==> src/rtl/led_seq_pkg.sv <==
// led_seq_pkg
//   Shared definitions for the LED mode sequencer: mode encodings and the
//   pattern helpers that give each mode's load value and per-tick step.
//   Patterns are carried in a 32-bit container and masked to the live LED
//   width, so callers truncate the result to their own LED_W (max 32).
package led_seq_pkg;

    localparam int LED_W_MAX = 32;

    localparam logic [2:0] M_OFF    = 3'd0;
    localparam logic [2:0] M_ON     = 3'd1;
    localparam logic [2:0] M_WALK_L = 3'd2;
    localparam logic [2:0] M_WALK_R = 3'd3;
    localparam logic [2:0] M_COUNT  = 3'd4;
    localparam logic [2:0] M_BLINK  = 3'd5;

    typedef logic [LED_W_MAX-1:0] pat_t;

    // Ones in the low led_w bits.
    function automatic pat_t width_mask(input int led_w);
        pat_t m;
        m = '0;
        for (int i = 0; i < LED_W_MAX; i++)
            if (i < led_w) m[i] = 1'b1;
        return m;
    endfunction

    // LED state presented on entry to a mode.
    function automatic pat_t load_pat(input logic [2:0] mode, input int led_w);
        pat_t p;
        case (mode)
            M_ON, M_BLINK: p = width_mask(led_w);
            M_WALK_L:      p = pat_t'(1);
            M_WALK_R:      p = pat_t'(1) << (led_w - 1);
            default:       p = '0;
        endcase
        return p;
    endfunction

    // LED state after one animation tick. The rotations wrap inside led_w
    // bits, which is why the width has to travel with the pattern.
    function automatic pat_t step_pat(input logic [2:0] mode, input pat_t cur,
                                      input int led_w);
        pat_t m;
        pat_t c;
        pat_t p;
        m = width_mask(led_w);
        c = cur & m;
        case (mode)
            M_WALK_L: p = ((c << 1) | (c >> (led_w - 1))) & m;
            M_WALK_R: p = ((c >> 1) | (c << (led_w - 1))) & m;
            M_COUNT:  p = (c + pat_t'(1)) & m;
            M_BLINK:  p = ~c & m;
            default:  p = c;
        endcase
        return p;
    endfunction

endpackage

==> src/rtl/btn_debounce.sv <==
// btn_debounce
//   Two-flop synchroniser plus counting debouncer for a raw push-button.
//   Ports:
//     clk   in  clock, rising edge
//     clr   in  synchronous active-high reset
//     raw   in  asynchronous button level
//     level out debounced level
//     press out one-cycle pulse, high during the cycle whose closing edge
//               flips level 0->1 (so consumers update on that same edge)
module btn_debounce #(
    parameter int DEBOUNCE_CYC = 2
) (
    input  logic clk,
    input  logic clr,
    input  logic raw,
    output logic level,
    output logic press
);

    localparam int CW = (DEBOUNCE_CYC > 1) ? $clog2(DEBOUNCE_CYC) : 1;

    logic          r_s1;
    logic          r_s2;
    logic          r_db;
    logic [CW-1:0] r_cnt;

    logic w_last;
    assign w_last = (r_cnt == CW'(DEBOUNCE_CYC - 1));

    always_ff @(posedge clk) begin
        if (clr) begin
            r_s1  <= 1'b0;
            r_s2  <= 1'b0;
            r_db  <= 1'b0;
            r_cnt <= '0;
        end else begin
            r_s1 <= raw;
            r_s2 <= r_s1;
            if (r_s2 != r_db) begin
                if (w_last) begin
                    r_db  <= r_s2;
                    r_cnt <= '0;
                end else begin
                    r_cnt <= r_cnt + CW'(1);
                end
            end else begin
                r_cnt <= '0;
            end
        end
    end

    assign level = r_db;
    // Decoded from the accept condition rather than a delayed copy of r_db,
    // so the mode register moves on the same edge as the debounced level.
    assign press = r_s2 & ~r_db & w_last;

endmodule

==> src/rtl/led_mode_seq.sv <==
// led_mode_seq
//   Button-driven LED pattern sequencer. Each clean press advances the mode
//   (wrapping at NUM_MODES) and reloads the pattern; a prescaler steps the
//   pattern every TICK_DIV cycles unless hold is high.
//   Ports:
//     clk      in  clock, rising edge
//     clr      in  synchronous active-high reset
//     mode_ext in  raw asynchronous push-button
//     hold     in  freezes prescaler and pattern while high
//     led      out registered LED pattern, LED_W bits
//     mode     out current mode index, 3 bits
module led_mode_seq
    import led_seq_pkg::*;
#(
    parameter int LED_W        = 4,
    parameter int NUM_MODES    = 6,
    parameter int DEBOUNCE_CYC = 2,
    parameter int TICK_DIV     = 8
) (
    input  logic             clk,
    input  logic             clr,
    input  logic             mode_ext,
    input  logic             hold,
    output logic [LED_W-1:0] led,
    output logic [2:0]       mode
);

    localparam int PW = $clog2(TICK_DIV);

    logic             w_press;
    logic             w_level_unused;  // only the press pulse matters here
    logic             w_tick;
    logic [2:0]       w_next_mode;

    logic [2:0]       r_mode;
    logic [PW-1:0]    r_pcnt;
    logic [LED_W-1:0] r_led;

    btn_debounce #(
        .DEBOUNCE_CYC(DEBOUNCE_CYC)
    ) u_btn (
        .clk  (clk),
        .clr  (clr),
        .raw  (mode_ext),
        .level(w_level_unused),
        .press(w_press)
    );

    assign w_tick      = (r_pcnt == PW'(TICK_DIV - 1)) & ~hold;
    assign w_next_mode = (r_mode == 3'(NUM_MODES - 1)) ? 3'd0 : r_mode + 3'd1;

    always_ff @(posedge clk) begin
        if (clr) begin
            r_mode <= M_OFF;
            r_pcnt <= '0;
            r_led  <= '0;
        end else if (w_press) begin
            // Press beats a coincident tick and ignores hold.
            r_mode <= w_next_mode;
            r_pcnt <= '0;
            r_led  <= LED_W'(load_pat(w_next_mode, LED_W));
        end else if (!hold) begin
            r_pcnt <= w_tick ? '0 : r_pcnt + PW'(1);
            if (w_tick)
                r_led <= LED_W'(step_pat(r_mode, pat_t'(r_led), LED_W));
        end
    end

    assign led  = r_led;
    assign mode = r_mode;

endmodule

==> config.mk <==
export PLATFORM = sky130hd
export DESIGN_NAME = led_mode_seq
export DESIGN_NICKNAME = d
export VERILOG_FILES = /design/src/rtl/led_seq_pkg.sv /design/src/rtl/btn_debounce.sv /design/src/rtl/led_mode_seq.sv
export SDC_FILE = /design/constraint.sdc
export NUM_CORES = 1
export LEC_CHECK = 0
export ABC_AREA = 1
export CAP_MARGIN = 20
export CORE_MARGIN = 2
export CORE_UTILIZATION = 53
export DETAILED_ROUTE_END_ITERATION = 10
export PLACE_DENSITY = 0.77
export SETUP_SLACK_MARGIN = 0.02
export SLEW_MARGIN = 10
export SYNTH_ARGS = -nofsm -noshare
export SYNTH_HDL_FRONTEND = slang
export SYNTH_SLANG_ARGS = --single-unit
export TNS_END_PERCENT = 5
==> constraint.sdc <==
create_clock -name clk -period 1.6 [get_ports clk]
set_input_delay 0.32 -clock clk [delete_from_list [all_inputs] [get_ports clk]]
set_output_delay 0.32 -clock clk [all_outputs]
set_load 0.03 [all_outputs]
Word level (Yosys, flattened, before mapping)
Cells that the tools add are included.
Word-level totals
  bits in registers: 14
  input port bits: 4
  output and inout port bits: 7
  logic and storage cells: 53
Operators by class
  add/subtract/negate cells: 4
  equal/unequal tests: 11
  multiplexer cells: 11
  bitwise operators: 14
  reduce and logical (&&, ||, !) cells: 6
Operators with widths (number)
  $and A4 B4 Y4: 5
  $pmux W4 S4: 1
  $eq A3 B2 Y1 const B: 4
  $eq A3 B3 Y1 const B: 4
  $mux W4: 3
  $pmux W4 S3: 1
  $add A3 B1 Y3 const B: 2
  $mux W3: 2
  $add A4 B1 Y4 const B: 1
  $mux W1: 4
  $not A4 Y4: 1
  $or A3 B4 Y4: 1
  $or A4 B1 Y4: 1
  $reduce_and A2 Y1: 2
  $reduce_or A2 Y1: 2
  $and A1 B1 Y1: 3
  $eq A3 B1 Y1 const B: 1
  $not A1 Y1: 3
  $reduce_or A3 Y1: 1
  $ne A2 B1 Y1 const B: 1
  $reduce_bool A2 Y1: 1
  $add A1 B1 Y1 const B: 1
  $ne A1 B1 Y1: 1

Longest topological paths before layout
Gate-level depths: netlist of run 1.
  depth after elaboration: 13
  gate-level depth with buffers: 11
  mapped depth without buffers: 10

Cells and area by module
Synthesis of run 1 repeated with hierarchy kept, for this count alone.
Unflattened totals
  cell total of the unflattened synthesis: 133
  area total of the unflattened synthesis: 858.3 sq um
Modules (own cells, without submodules)
  led_mode_seq: times used 1, cells an instance 113, area each 705.7 sq um, seq. area each 200.2 sq um
  btn_debounce: times used 1, cells an instance 20, area each 152.6 sq um, seq. area each 80.1 sq um

Worst setup path after synthesis of run 1
OpenSTA, ideal clock, no wires.
  path kind: register -> register
  start point: reg r_mode[0] (netlist: mode[0])
  end point: reg r_led[3] (netlist: led[3])
  library setup time: 0.114 ns
  arrival time: 1.555 ns
  data required time: 1.486 ns
  setup slack: -0.068 ns
  stages on the path, launching flop included: 12
  path buffers: 1
  period minus slack after synthesis: 1.668 ns
  cells stage by stage: dfxtp_1 > buf_2 > nand2_1 > inv_1 > ha_1 > inv_1 > nand2_4 > nand2_2 > nor2_2 > nand2_1 > a21oi_1 > nor2_1
On the way
  word-level cells in the longest chain between the ends: 6
  elaborated cells between the ends (all ways): 16
  classes of those cells: 1 x add/sub; 8 x eq/ne; 6 x mux; 1 x reduce/logical
Ends and longest elaborated chain
  start, declared: line led_mode_seq.sv:35  | logic [2:0] r_mode;
  start signal, assigned: line led_mode_seq.sv:59  | r_mode <= w_next_mode;
  $add A3 B1 Y3 / $eq A3 B3 Y1 (equally long branches): line led_mode_seq.sv:50, led_seq_pkg.sv:49
  $mux W3: line led_mode_seq.sv:50  | assign w_next_mode = (r_mode == 3'(NUM_MODES - 1)) ? 3'd0 : r_mode + 3'd1;
  $eq A3 B1 Y1 / $eq A3 B3 Y1 (equally long branches): line led_seq_pkg.sv:31  | case (mode)
  $reduce_or A2 Y1: line led_seq_pkg.sv:31
  $pmux W4 S3: line led_seq_pkg.sv:31
  $mux W4 *: line led_mode_seq.sv:57  | end else if (w_press) begin
  end signal, assigned: line led_mode_seq.sv:61  | r_led <= LED_W'(load_pat(w_next_mode, LED_W));
  end signal, assigned: line led_mode_seq.sv:65  | r_led <= LED_W'(step_pat(r_mode, pat_t'(r_led), LED_W));
  end, declared: line led_mode_seq.sv:37  | logic [LED_W-1:0] r_led;
Mark *: on every way between the ends. The rest lies on a longest branch, timed or not. The select of a mux whose other input is x is not followed.
A chain may end at the register's enable or synchronous reset.

Worst setup path after layout of run 1
  start point: reg r_led[1] (netlist: led[1])
  end point: out led[1]
RTL lines
  end, declared: line led_mode_seq.sv:24  | output logic [LED_W-1:0] led,
No word-level cell between the ends.

==> metrics.md, run 1 <==
| Metric | Value |
|---|---|
| Layout cell share with drive strength beyond 1 | `16.7%` |
| Clock power share | `40.2%` |
| Worst setup SP type | `register` |
| Pre-antenna DRT Iters | `4` |
| GRT met3 Usage | `5.31%` |
| Max stage delay on crit path | `470 ps` |
| Worst hold slack | `418 ps` |
| Top FF cell, synth | `dfxtp_1` |
| Top cell family by delay on the critical path | `flip-flops` |
| Largest area contributor in the netlist | `dfxtp_1` |
| First-pass GRT wire length | `3340 µm` |
| Hold Vio Cnt, Final | `0` |
| CP Depth | `1` |
| Cells after synthesis | `133` |
| Slew HR | `79.0%` |
| Hold crit path type | `reg2reg` |
| Synth Warn # | `0` |
| Initial antenna violation count | `0` |
| Flop pwr share | `54.4%` |
| Mapped Nets | `142` |
| Synth Cell Area | `861 µm²` |
| Critical-path top delay cell | `dfxtp_1` |
| Dpl hpwl | `1430 µm` |
| Max-Cap Viols | `0` |
| Cell row count | `14` |
| Setup bufs post-CTS | `0` |
| Setup TNS | `0 ps` |
| Min Clock Period, post-route | `1500 ps` |
| Mapped Avg Cell Area | `6.47 µm²` |
| Routed Wire Length | `1900 µm` |
| WP buf/inv | `1` |
| H-tree depth | `1` |
| Post-synth EDFFs | `0` |
| Die Area | `0.00196 mm²` |
| IO Pins | `11` |
| Internal power | `0.512 mW` |
| Clock latency at the later pin of the worst-skew pair | `290 ps` |
| Clock Sinks | `14` |
| CP Max Fanout | `7` |
| Yosys cell types | `21` |
| DR iter-0 viols | `28` |
| Crit path capture type | `output pin` |
| Met2 GRT Util | `39.7%` |
| Area of the multi-input gates | `495 µm²` |
| Top cell type's share of synthesized area | `32.6%` |
| Clk buf depth | `2` |
| Most frequent cells after synthesis | `nand2_1, inv_1, nor2_1, dfxtp_1, nand3_1` |
| Seq cells post-synth | `14` |
| Gr busiest metal | `met2` |
| FFs w/ async S/R, synth | `0%` |
| Synth-to-layout area growth | `20.6%` |
| Die span in y | `44.3 µm` |
| Number of global-route vias before repair | `793` |
| I/O Buffers | `10` |
| Crit path DAT | `1180 ps` |
| Critical Path RT | `1280 ps` |
| Vias/cell | `5.39` |
| VDD IR max | `0.424 mV` |
| Die Span X | `44.3 µm` |
| Peak Freq | `665 MHz` |
| Average wire per standard cell | `11.5 µm` |
| Post-place setup slack | `109 ps` |
| Sw Ratio | `23.0%` |
| CTS Root Cell | `clkbuf_4` |
| Pwr/cell area | `639 mW/mm²` |
| Psw | `0.152 mW` |
| N_diodes | `0` |
| Met1 Usage GRT | `28.7%` |
| Critical path class | `reg2out` |
| Total power | `0.664 mW` |
| Top cells by area, synth | `dfxtp_1, nand2_1, inv_1` |
| Final worst-path cycle share | `93.9%` |
| Crit-path cells | `dlygate4sd2_1` |
| Clock slew at reported path FFs | `90 ps` |
| Worst setup margin | `97.1 ps` |
| Leakage power | `0.556 nW` |
| Final setup fails | `0` |
| Most common cell in the netlist | `nand2_1` |
| Total Nets Final | `160` |
| Status | `finished, final reports clean` |
| Reg area | `283 µm²` |
| TritonCTS clock tree | `built` |
| Placed cells | `162` |
| Starting density of the core | `57.1%` |
| Grt ovf | `0` |
| Fillers | `132` |
| Fin cells | `166` |
| Routability cong. | `0.871` |
| Largest net degree at the start of global routing | `10` |
| Logic pwr share | `5.4%` |
| Gr usage total | `23.4%` |
| Skew final | `9.13 ps` |
| DR vias | `895` |
| Worst-Margin Slew | `316 ps` |
| Max-slew violations | `0` |
| Min-Delay Path Depth | `2` |
| Total core area | `0.00151 mm²` |
| Cell depth of the worst flop-to-flop path | `10` |
| Sequential fraction of the synthesis area | `32.6%` |
| Post-CTS Hold Fix Bufs | `0` |
| Num CTS Buffers | `3` |
| RSZ-0062 raised after global routing | `no` |
| Final ANT Viol Nets | `0` |
| DRC Markers | `0` |
tightest hold or removal path, stage by stage, from the launching register on:
cell and delay [ps]:
dfxtp_1 310, inv_1 40, nor2_1 30
repair_timing:
| item | CTS | global route |
|---|---|---|
| resized for setup | 7 | 1 |
| endpoints found under the hold margin | 0 | 0 |
| endpoints found under the setup margin | 7 | 4 |
cell families after synthesis:
| family | synth area share, % |
|---|---|
| simple gates | 38.8 |
| fa+ha+maj | 7.27 |
| buf+inv | 10.2 |
| flops | 32.6 |
| compound gates | 11.2 |
cells in the final DEF (no fill, tap or decap):
cell              n
ha_2              1
a221oi_1          1
clkbuf_8          1
buf_4             4
dlygate4sd2_1     7
ha_1              4
nor3_1            1
a21oi_2           1
o22ai_1           1
a211oi_1          1
nand3_1          13
o21ai_0           3
dfxtp_2           2
clkdlybuf4s50_1   3
clkbuf_4          3
nand3_2           1
o21ai_1           4
a21oi_1           6
nand2_4           1
dfxtp_1          12
nor2_2            4
nand4_1           2
nor2_1           18
nand2_2           4
inv_1            19
nand2_1          30
inv_2             3
area by class of cell:
cell class | count | area share [%]
Multi-Input combinational cell | 96 | 47.7
Sequential cell | 14 | 27.2
Timing Repair Buffer | 14 | 11.7
Inverter | 22 | 7.95
Clock buffer | 4 | 3.49
Tap cell | 16 | 1.93
routing by layer:
metal / vias up / wire length (µm)
met4: 0 / 11
met2: 33 / 912
met3: 2 / 83
met1: 403 / 895
met5: - / 0
li1: 457 / -
worst paths after layout:
| path | startpoint | end | slack (ps) |
|---|---|---|---|
| worst max-delay path | led[1]$_SDFFE_PP0P_ | led[1] | 100 |
| worst min-delay path | u_btn.r_s1$_SDFF_PP0_ | u_btn.r_s2$_SDFF_PP0_ | 420 |
| worst max register to register | mode[0]$_SDFFE_PP0P_ | led[1]$_SDFFE_PP0P_ | 140 |
| worst min register to register | u_btn.r_s1$_SDFF_PP0_ | u_btn.r_s2$_SDFF_PP0_ | 420 |
stage by stage:
step | utilization (%) | instance area (µm²)
3_5_place_dp | 66.9 | 1010
6_report | 68.9 | 1040
5_1_grt | 68.9 | 1040
3_3_place_gp | 66.9 | 1010
4_1_cts | 68.8 | 1040
2_1_floorplan | - | 863
state kept, by name, summed over array words and instances (netlist names):
| name | count |
|---|---|
| led | 4 |
| mode | 3 |
| r_pcnt | 3 |
| u_btn.level | 1 |
| u_btn.r_cnt | 1 |
| u_btn.r_s1 | 1 |
| u_btn.r_s2 | 1 |
power groups by stage:
stage / Sequential (mW) / Clock (mW) / Combinational, mW
floorplan: 0.368 / 0 / 0.0197
global placement: 0.369 / 0 / 0.0345
detailed placement: 0.369 / 0 / 0.0361
CTS: 0.361 / 0.267 / 0.0361
global route: 0.362 / 0.295 / 0.0410
finish: 0.361 / 0.267 / 0.0359
Power figures use the tool's default switching activity.
==> run 2: changes to the inputs <==
--- a/config.mk
+++ b/config.mk
@@ -10,7 +10,7 @@
 export CORE_MARGIN = 2
 export CORE_UTILIZATION = 53
 export DETAILED_ROUTE_END_ITERATION = 10
-export PLACE_DENSITY = 0.77
+export PLACE_DENSITY = 0.87
 export SETUP_SLACK_MARGIN = 0.02
 export SLEW_MARGIN = 10
 export SYNTH_ARGS = -nofsm -noshare
==> constraint.sdc (replaced) <==
create_clock -name clk -period 1.6 [get_ports clk]
set_input_delay 0.32 -clock clk [delete_from_list [all_inputs] [get_ports clk]]
set_output_delay 0.32 -clock clk [all_outputs]
set_load 0.05 [all_outputs]
==> run 2 against run 1 <==
Compared with the run above: final cell count is 0.60% lower; register-to-register slack better by 20 ps; power is 9.1% lower; combinational power is 4% higher; sequential share of layout area is 1.5 points lower; hold slack worse by 3.2 ps; clock power is 23% lower; non-clock buffer count is 1 lower; critical endpoint is now led[0]$_SDFFE_PP0P_; highest routed layer unchanged; final area is 7.2% higher; largest power group unchanged; worst setup slack better by 61 ps; sequential power hardly changed.
==> metrics.md, run 2 (synthesis gave the netlist of run 1 again) <==
| Metric | Value |
|---|---|
| Clock Sinks | `14 (unchanged)` |
| Final setup fails | `0 (unchanged)` |
| N_diodes | `0 (unchanged)` |
| Crit path from | `mode[0]$_SDFFE_PP0P_ (was led[1]$_SDFFE_PP0P_)` |
| Vias/cell | `5.47 (was 5.39)` |
| Crit path capture type | `register (was output pin)` |
| Initial antenna violation count | `0 (unchanged)` |
| CP Max Fanout | `9 (was 7)` |
| Commonest non-fill, non-tap cells in the layout | `nand2_1, inv_1, nor2_1 (unchanged)` |
| Clock latency at the later pin of the worst-skew pair | `280 ps (was 290 ps)` |
| Slew HR | `77.5% (was 79.0%)` |
| Psw | `0.135 mW (was 0.152 mW)` |
| DR vias | `903 (was 895)` |
| Hold_sp | `u_btn.r_s1$_SDFF_PP0_ (unchanged)` |
| Critical Path RT | `1780 ps (was 1280 ps)` |
| Pwr/cell area | `542 mW/mm² (was 639 mW/mm²)` |
| Total power | `0.604 mW (was 0.664 mW)` |
| Worst setup SP type | `register (unchanged)` |
| DR iter-0 viols | `28 (unchanged)` |
| Grt ovf | `0 (unchanged)` |
| Gr usage total | `24.1% (was 23.4%)` |
| Number of global-route vias before repair | `837 (was 793)` |
| Final worst-path cycle share | `90.1% (was 93.9%)` |
| Synth-to-layout area growth | `29.4% (was 20.6%)` |
| Cell row count | `14 (unchanged)` |
| Leakage power | `0.547 nW (was 0.556 nW)` |
| Flip-flop count of the largest register after layout | `4 (unchanged)` |
| Pre-antenna DRT Iters | `4 (unchanged)` |
| Routability cong. | `0.872 (was 0.871)` |
| Skew final | `2.09 ps (was 9.13 ps)` |
| Max-Cap Viols | `0 (unchanged)` |
| Sw Ratio | `22.4% (was 23.0%)` |
| Total Nets Final | `159 (was 160)` |
| Internal power | `0.469 mW (was 0.512 mW)` |
| R2r endpoint | `led[0]$_SDFFE_PP0P_ (was led[1]$_SDFFE_PP0P_)` |
| Min Clock Period, post-route | `1440 ps (was 1500 ps)` |
| CTS Root Cell | `clkbuf_4 (unchanged)` |
| Total core area | `0.00151 mm² (unchanged)` |
| Hold crit path type | `reg2reg (unchanged)` |
| VDD IR max | `0.628 mV (was 0.424 mV)` |
| Peak Freq | `693 MHz (was 665 MHz)` |
| Average wire per standard cell | `12.3 µm (was 11.5 µm)` |
| Clk buf depth | `2 (unchanged)` |
| Flop pwr share | `59.6% (was 54.4%)` |
| RSZ-0062 raised after global routing | `no (unchanged)` |
| Logic pwr share | `6.2% (was 5.4%)` |
| Cell depth of the worst flop-to-flop path | `10 (unchanged)` |
| Largest net degree at the start of global routing | `10 (unchanged)` |
| First-pass GRT wire length | `3440 µm (was 3340 µm)` |
| Dpl hpwl | `1590 µm (was 1430 µm)` |
| Clock slew at reported path FFs | `80 ps (was 90 ps)` |
| Max-slew violations | `0 (unchanged)` |
| Die Area | `0.00196 mm² (unchanged)` |
| Crit-path most repeated cell | `nor2_1` |
| Routed Wire Length | `2030 µm (was 1900 µm)` |
| Post-place setup slack | `94.0 ps (was 109 ps)` |
| Critical path class | `reg2reg (was reg2out)` |
| Layout cell share with drive strength beyond 1 | `20.8% (was 16.7%)` |
| Max stage delay on crit path | `410 ps (was 470 ps)` |
| Crit-path cells | `nand2_1 -> inv_1 -> ha_4 -> inv_1 -> nand2_4 -> nor2_1 -> nor2_1 -> nor2_1 -> nor2_1 -> nor2_1 (was dlygate4sd2_1)` |
| Worst-Margin Slew | `338 ps (was 316 ps)` |
| H-tree depth | `1 (unchanged)` |
| Die span in y | `44.3 µm (unchanged)` |
| Starting density of the core | `57.1% (unchanged)` |
| Critical-path top delay cell | `dfxtp_4 (was dfxtp_1)` |
| Status | `finished, final reports clean (unchanged)` |
| Final ANT Viol Nets | `0 (unchanged)` |
| Worst hold slack | `415 ps (was 418 ps)` |
| Clock power share | `34.2% (was 40.2%)` |
| Setup bufs post-CTS | `0 (unchanged)` |
| Num CTS Buffers | `3 (unchanged)` |
| IO Pins | `11 (unchanged)` |
| Worst R2R Start | `mode[0]$_SDFFE_PP0P_ (unchanged)` |
| Crit path DAT | `1620 ps (was 1180 ps)` |
| Worst setup path endpoint | `led[0]$_SDFFE_PP0P_ (was led[1])` |
| DRC Markers | `0 (unchanged)` |
| Worst setup margin | `158 ps (was 97.1 ps)` |
| TritonCTS clock tree | `built (unchanged)` |
| I/O Buffers | `10 (unchanged)` |
| Setup TNS | `0 ps (unchanged)` |
| Leading cell type in the layout, fill and taps excluded | `nand2_1 (unchanged)` |
| Register-to-register path setup slack | `160 ps (was 140 ps)` |
| Die Span X | `44.3 µm (unchanged)` |
| Hold Vio Cnt, Final | `0 (unchanged)` |
run 2: changes by cell type in the layout (fill, tap and decap cells not counted), sizes merged:
cell         delta
buf             +6
dlygate4sd2     -7
run 2: routing by layer:
metal	up-vias	part of all wire (%)	wire (µm)	GRT usage, %
met4	0	2.7	55	10.9
met1	395	39	785	26.4
met3	12	6.6	135	6.12
met5	-	0	0	0
met2	43	52	1060	43.2
li1	453	-	-	-
run 2: metrics by stage:
stage	cell area, µm²	std cells	util [%]
after detailed placement	1070	161	71.3
final	1110	165	73.9
after CTS	1100	165	73.1
after floorplan	867	133	-
after global routing	1110	165	73.9
after global placement	1070	161	71.3
run 2: area by class of cell:
class	instances	area [µm²]
clock buffers	4	26.3
fillers	118	393
inverters	22	82.6
multi-input cells	96	505
flip-flops and latches	14	287
well taps	16	20.0
repair buffers	13	193
run 2: worst max-delay path: cells and delay by family, from the launching register on:
family / cells / cell delay, ps
flops: 1 / 410
simple gates: 7 / 560
fa+ha+maj: 1 / 180
buf+inv: 2 / 190
run 2: worst min path at each step:
stage                     slack (ps)               endpoint  cells past startpoint
after floorplan                  390  u_btn.r_s2$_SDFF_PP0_                      2
after global placement           400  u_btn.r_s2$_SDFF_PP0_                      2
after detailed placement         410  u_btn.r_s2$_SDFF_PP0_                      2
after CTS                        420  u_btn.r_s2$_SDFF_PP0_                      2
after global routing             440  u_btn.r_s2$_SDFF_PP0_                      2
final                            420  u_btn.r_s2$_SDFF_PP0_                      2
run 2: repair_timing:
action,4_1_cts,5_1_grt
endpoints found under the setup margin,0,4
endpoints found under the hold margin,0,0
gates resized for setup,0,2
hold buffers,0,0
run 2: power by group through the flow:
stage	Sequential, mW	Clock (mW)	Combinational (mW)
2_1_floorplan	0.367	0	0.0197
3_3_place_gp	0.367	0	0.0349
3_5_place_dp	0.368	0	0.0370
4_1_cts	0.360	0.213	0.0371
5_1_grt	0.361	0.226	0.0424
6_report	0.360	0.206	0.0373
==> run 3: changes to the inputs <==
--- a/config.mk
+++ b/config.mk
@@ -7,10 +7,12 @@
 export LEC_CHECK = 0
 export ABC_AREA = 1
 export CAP_MARGIN = 20
+export CELL_PAD_IN_SITES_DETAIL_PLACEMENT = 0
+export CELL_PAD_IN_SITES_GLOBAL_PLACEMENT = 2
 export CORE_MARGIN = 2
-export CORE_UTILIZATION = 53
+export CORE_UTILIZATION = 28
 export DETAILED_ROUTE_END_ITERATION = 10
-export PLACE_DENSITY = 0.87
+export PLACE_DENSITY = 0.85
 export SETUP_SLACK_MARGIN = 0.02
 export SLEW_MARGIN = 10
 export SYNTH_ARGS = -nofsm -noshare
==> run 3 against run 2 <==
Compared with the run above: flip-flop and latch count unchanged; utilization decreased by 35 points; clock skew increased by 0.87 ps; critical path type unchanged; largest power group unchanged.
==> metrics.md, run 3 (synthesis gave the netlist of run 1 again) <==
| Metric | Value |
|---|---|
| Status | `finished, final reports clean (unchanged)` |
| WHS Endpoint | `u_btn.r_s2$_SDFF_PP0_ (unchanged)` |
| Crit-path cells | `nand2_1 -> inv_1 -> ha_1 -> inv_1 -> nand2_4 -> nand2_2 -> nor2_2 -> nand2_1 -> a21oi_1 -> nor2_1 (was nand2_1 -> inv_1 -> ha_4 -> inv_1 -> nand2_4 -> nor2_1 -> nor2_1 -> nor2_1 -> nor2_1 -> nor2_1)` |
| Min-Delay Path Depth | `2 (unchanged)` |
| TritonCTS clock tree | `built (unchanged)` |
| Skew final | `2.96 ps (was 2.09 ps)` |
| Critical Path RT | `1770 ps (was 1780 ps)` |
| Die span in y | `59.4 µm (was 44.3 µm)` |
| Critical-path top delay cell | `dfxtp_4 (unchanged)` |
| Total core area | `0.00298 mm² (was 0.00151 mm²)` |
| CP Max Fanout | `6 (was 9)` |
| Leading cell type in the layout, fill and taps excluded | `nand2_1 (unchanged)` |
| Hold Vio Cnt, Final | `0 (unchanged)` |
| Register-to-register path setup slack | `130 ps (was 160 ps)` |
| IO Pins | `11 (unchanged)` |
| Commonest non-fill, non-tap cells in the layout | `nand2_1, inv_1, nor2_1 (unchanged)` |
| Clk buf depth | `2 (unchanged)` |
| Final worst-path cycle share | `91.8% (was 90.1%)` |
| Leakage power | `0.573 nW (was 0.547 nW)` |
| Met1 Usage GRT | `15.7% (was 26.4%)` |
| Dpl hpwl | `1640 µm (was 1590 µm)` |
| VDD IR max | `0.353 mV (was 0.628 mV)` |
| Worst R2R Start | `mode[0]$_SDFFE_PP0P_ (unchanged)` |
| Average wire per standard cell | `11.0 µm (was 12.3 µm)` |
| Clock latency at the later pin of the worst-skew pair | `280 ps (about the same)` |
| Fillers | `316 (was 118)` |
| Setup bufs post-CTS | `0 (unchanged)` |
| CTS Root Cell | `clkbuf_4 (unchanged)` |
| Largest net degree at the start of global routing | `10 (unchanged)` |
| Max-Cap Viols | `0 (unchanged)` |
| Met2 GRT Util | `23.5% (was 43.2%)` |
| Final setup fails | `0 (unchanged)` |
| Die Area | `0.00353 mm² (was 0.00196 mm²)` |
| Starting density of the core | `28.9% (was 57.1%)` |
| Synth-to-layout area growth | `35.0% (was 29.4%)` |
| Clock Sinks | `14 (unchanged)` |
| Pwr/cell area | `560 mW/mm² (was 542 mW/mm²)` |
| Cell depth of the worst flop-to-flop path | `10 (unchanged)` |
| Hold crit path type | `reg2reg (unchanged)` |
| Critical path class | `reg2reg (unchanged)` |
| Max-slew violations | `0 (unchanged)` |
| Initial antenna violation count | `0 (unchanged)` |
| Slew HR | `79.0% (was 77.5%)` |
| Crit path DAT | `1640 ps (was 1620 ps)` |
| Pre-antenna DRT Iters | `4 (unchanged)` |
| Crit path capture type | `register (unchanged)` |
| Peak Freq | `681 MHz (was 693 MHz)` |
| Core Util, Final | `39.0% (was 73.9%)` |
| Number of global-route vias before repair | `820 (was 837)` |
| Setup TNS | `0 ps (unchanged)` |
| H-tree depth | `1 (unchanged)` |
| Flip-flop count of the largest register after layout | `4 (unchanged)` |
| Hold_sp | `u_btn.r_s1$_SDFF_PP0_ (unchanged)` |
| DR vias | `889 (was 903)` |
| Cell row count | `20 (was 14)` |
| Routability cong. | `0.771 (was 0.872)` |
| Die Span X | `59.4 µm (was 44.3 µm)` |
| Gr usage total | `13.2% (was 24.1%)` |
| Total Nets Final | `163 (was 159)` |
| Worst-Margin Slew | `315 ps (was 338 ps)` |
| Grt ovf | `0 (unchanged)` |
| Clock slew at reported path FFs | `90 ps (was 80 ps)` |
| RSZ-0062 raised after global routing | `no (unchanged)` |
| Routed Wire Length | `2050 µm (was 2030 µm)` |
| I/O Buffers | `10 (unchanged)` |
| N_diodes | `0 (unchanged)` |
| Max stage delay on crit path | `350 ps (was 410 ps)` |
| Final ANT Viol Nets | `0 (unchanged)` |
| Gr busiest metal | `met2 (unchanged)` |
| Layout cell share with drive strength beyond 1 | `22.9% (was 20.8%)` |
| Min Clock Period, post-route | `1470 ps (was 1440 ps)` |
| Num CTS Buffers | `3 (unchanged)` |
| First-pass GRT wire length | `3550 µm (was 3440 µm)` |
| Vias/cell | `4.78 (was 5.47)` |
| DRC Markers | `0 (unchanged)` |
| R2r endpoint | `led[3]$_SDFFE_PP0P_ (was led[0]$_SDFFE_PP0P_)` |
| Post-CTS Hold Fix Bufs | `0 (unchanged)` |
| DR iter-0 viols | `26 (was 28)` |
| Worst setup SP type | `register (unchanged)` |
| GRT met3 Usage | `1.53% (was 6.12%)` |
| Count of cells resized by post-cts repair | `0 (unchanged)` |
[run 3: final cells by class]
type | instances | area (µm²) | area share (%)
tap | 33 | 41.3 | 3.55
clock buffer | 4 | 36.3 | 3.12
sequential | 14 | 287 | 24.7
inverter | 22 | 82.6 | 7.10
multi-input combinational | 96 | 493 | 42.4
timing repair buffer | 17 | 223 | 19.2
[run 3: report_power, final]
group	internal, mW	switching (mW)
registers	0.355	0.00449
clock network	0.138	0.115
logic	0.0190	0.0197
total	0.512	0.139
[run 3: how the worst max path moves through the flow]
| stage | startpoint | to | slack, ps | cells after the start |
|---|---|---|---|---|
| after floorplan | mode[0]$_SDFFE_PP0P_ | led[3]$_SDFFE_PP0P_ | 30 | 11 |
| after global placement | hold | led[1]$_SDFFE_PP0P_ | 150 | 7 |
| after detailed placement | mode[0]$_SDFFE_PP0P_ | led[3]$_SDFFE_PP0P_ | 130 | 10 |
| after CTS | mode[0]$_SDFFE_PP0P_ | led[3]$_SDFFE_PP0P_ | 120 | 10 |
| after global routing | mode[0]$_SDFFE_PP0P_ | led[0]$_SDFFE_PP0P_ | 30 | 10 |
| final | mode[0]$_SDFFE_PP0P_ | led[3]$_SDFFE_PP0P_ | 130 | 10 |
[run 3: worst max-delay path, delay by kind of cell, from the launching register on]
kind | cells | cell delay, ps
buf+inv | 2 | 170
simple gates | 6 | 430
flops | 1 | 350
compound gates | 1 | 130
fa+ha+maj | 1 | 280
[run 3: layer usage]
metal	routed length, µm	part of all wire, %	vias to the layer above
met5	0	0	-
met4	15	0.73	0
met3	80	3.9	2
met2	1030	50	22
met1	928	45	399
li1	-	-	466
[run 3: stage by stage]
stage / setup slack, ps / power, mW / instance area [µm²] / cells / hold slack, ps
2_1_floorplan: 32.8 / 0.387 / 867 / 133 / 388
3_3_place_gp: 150 / 0.406 / 1130 / 182 / 400
3_5_place_dp: 132 / 0.406 / 1130 / 182 / 399
4_1_cts: 123 / 0.667 / 1160 / 186 / 414
5_1_grt: 28.9 / 0.678 / 1160 / 186 / 424
6_report: 132 / 0.651 / 1160 / 186 / 410
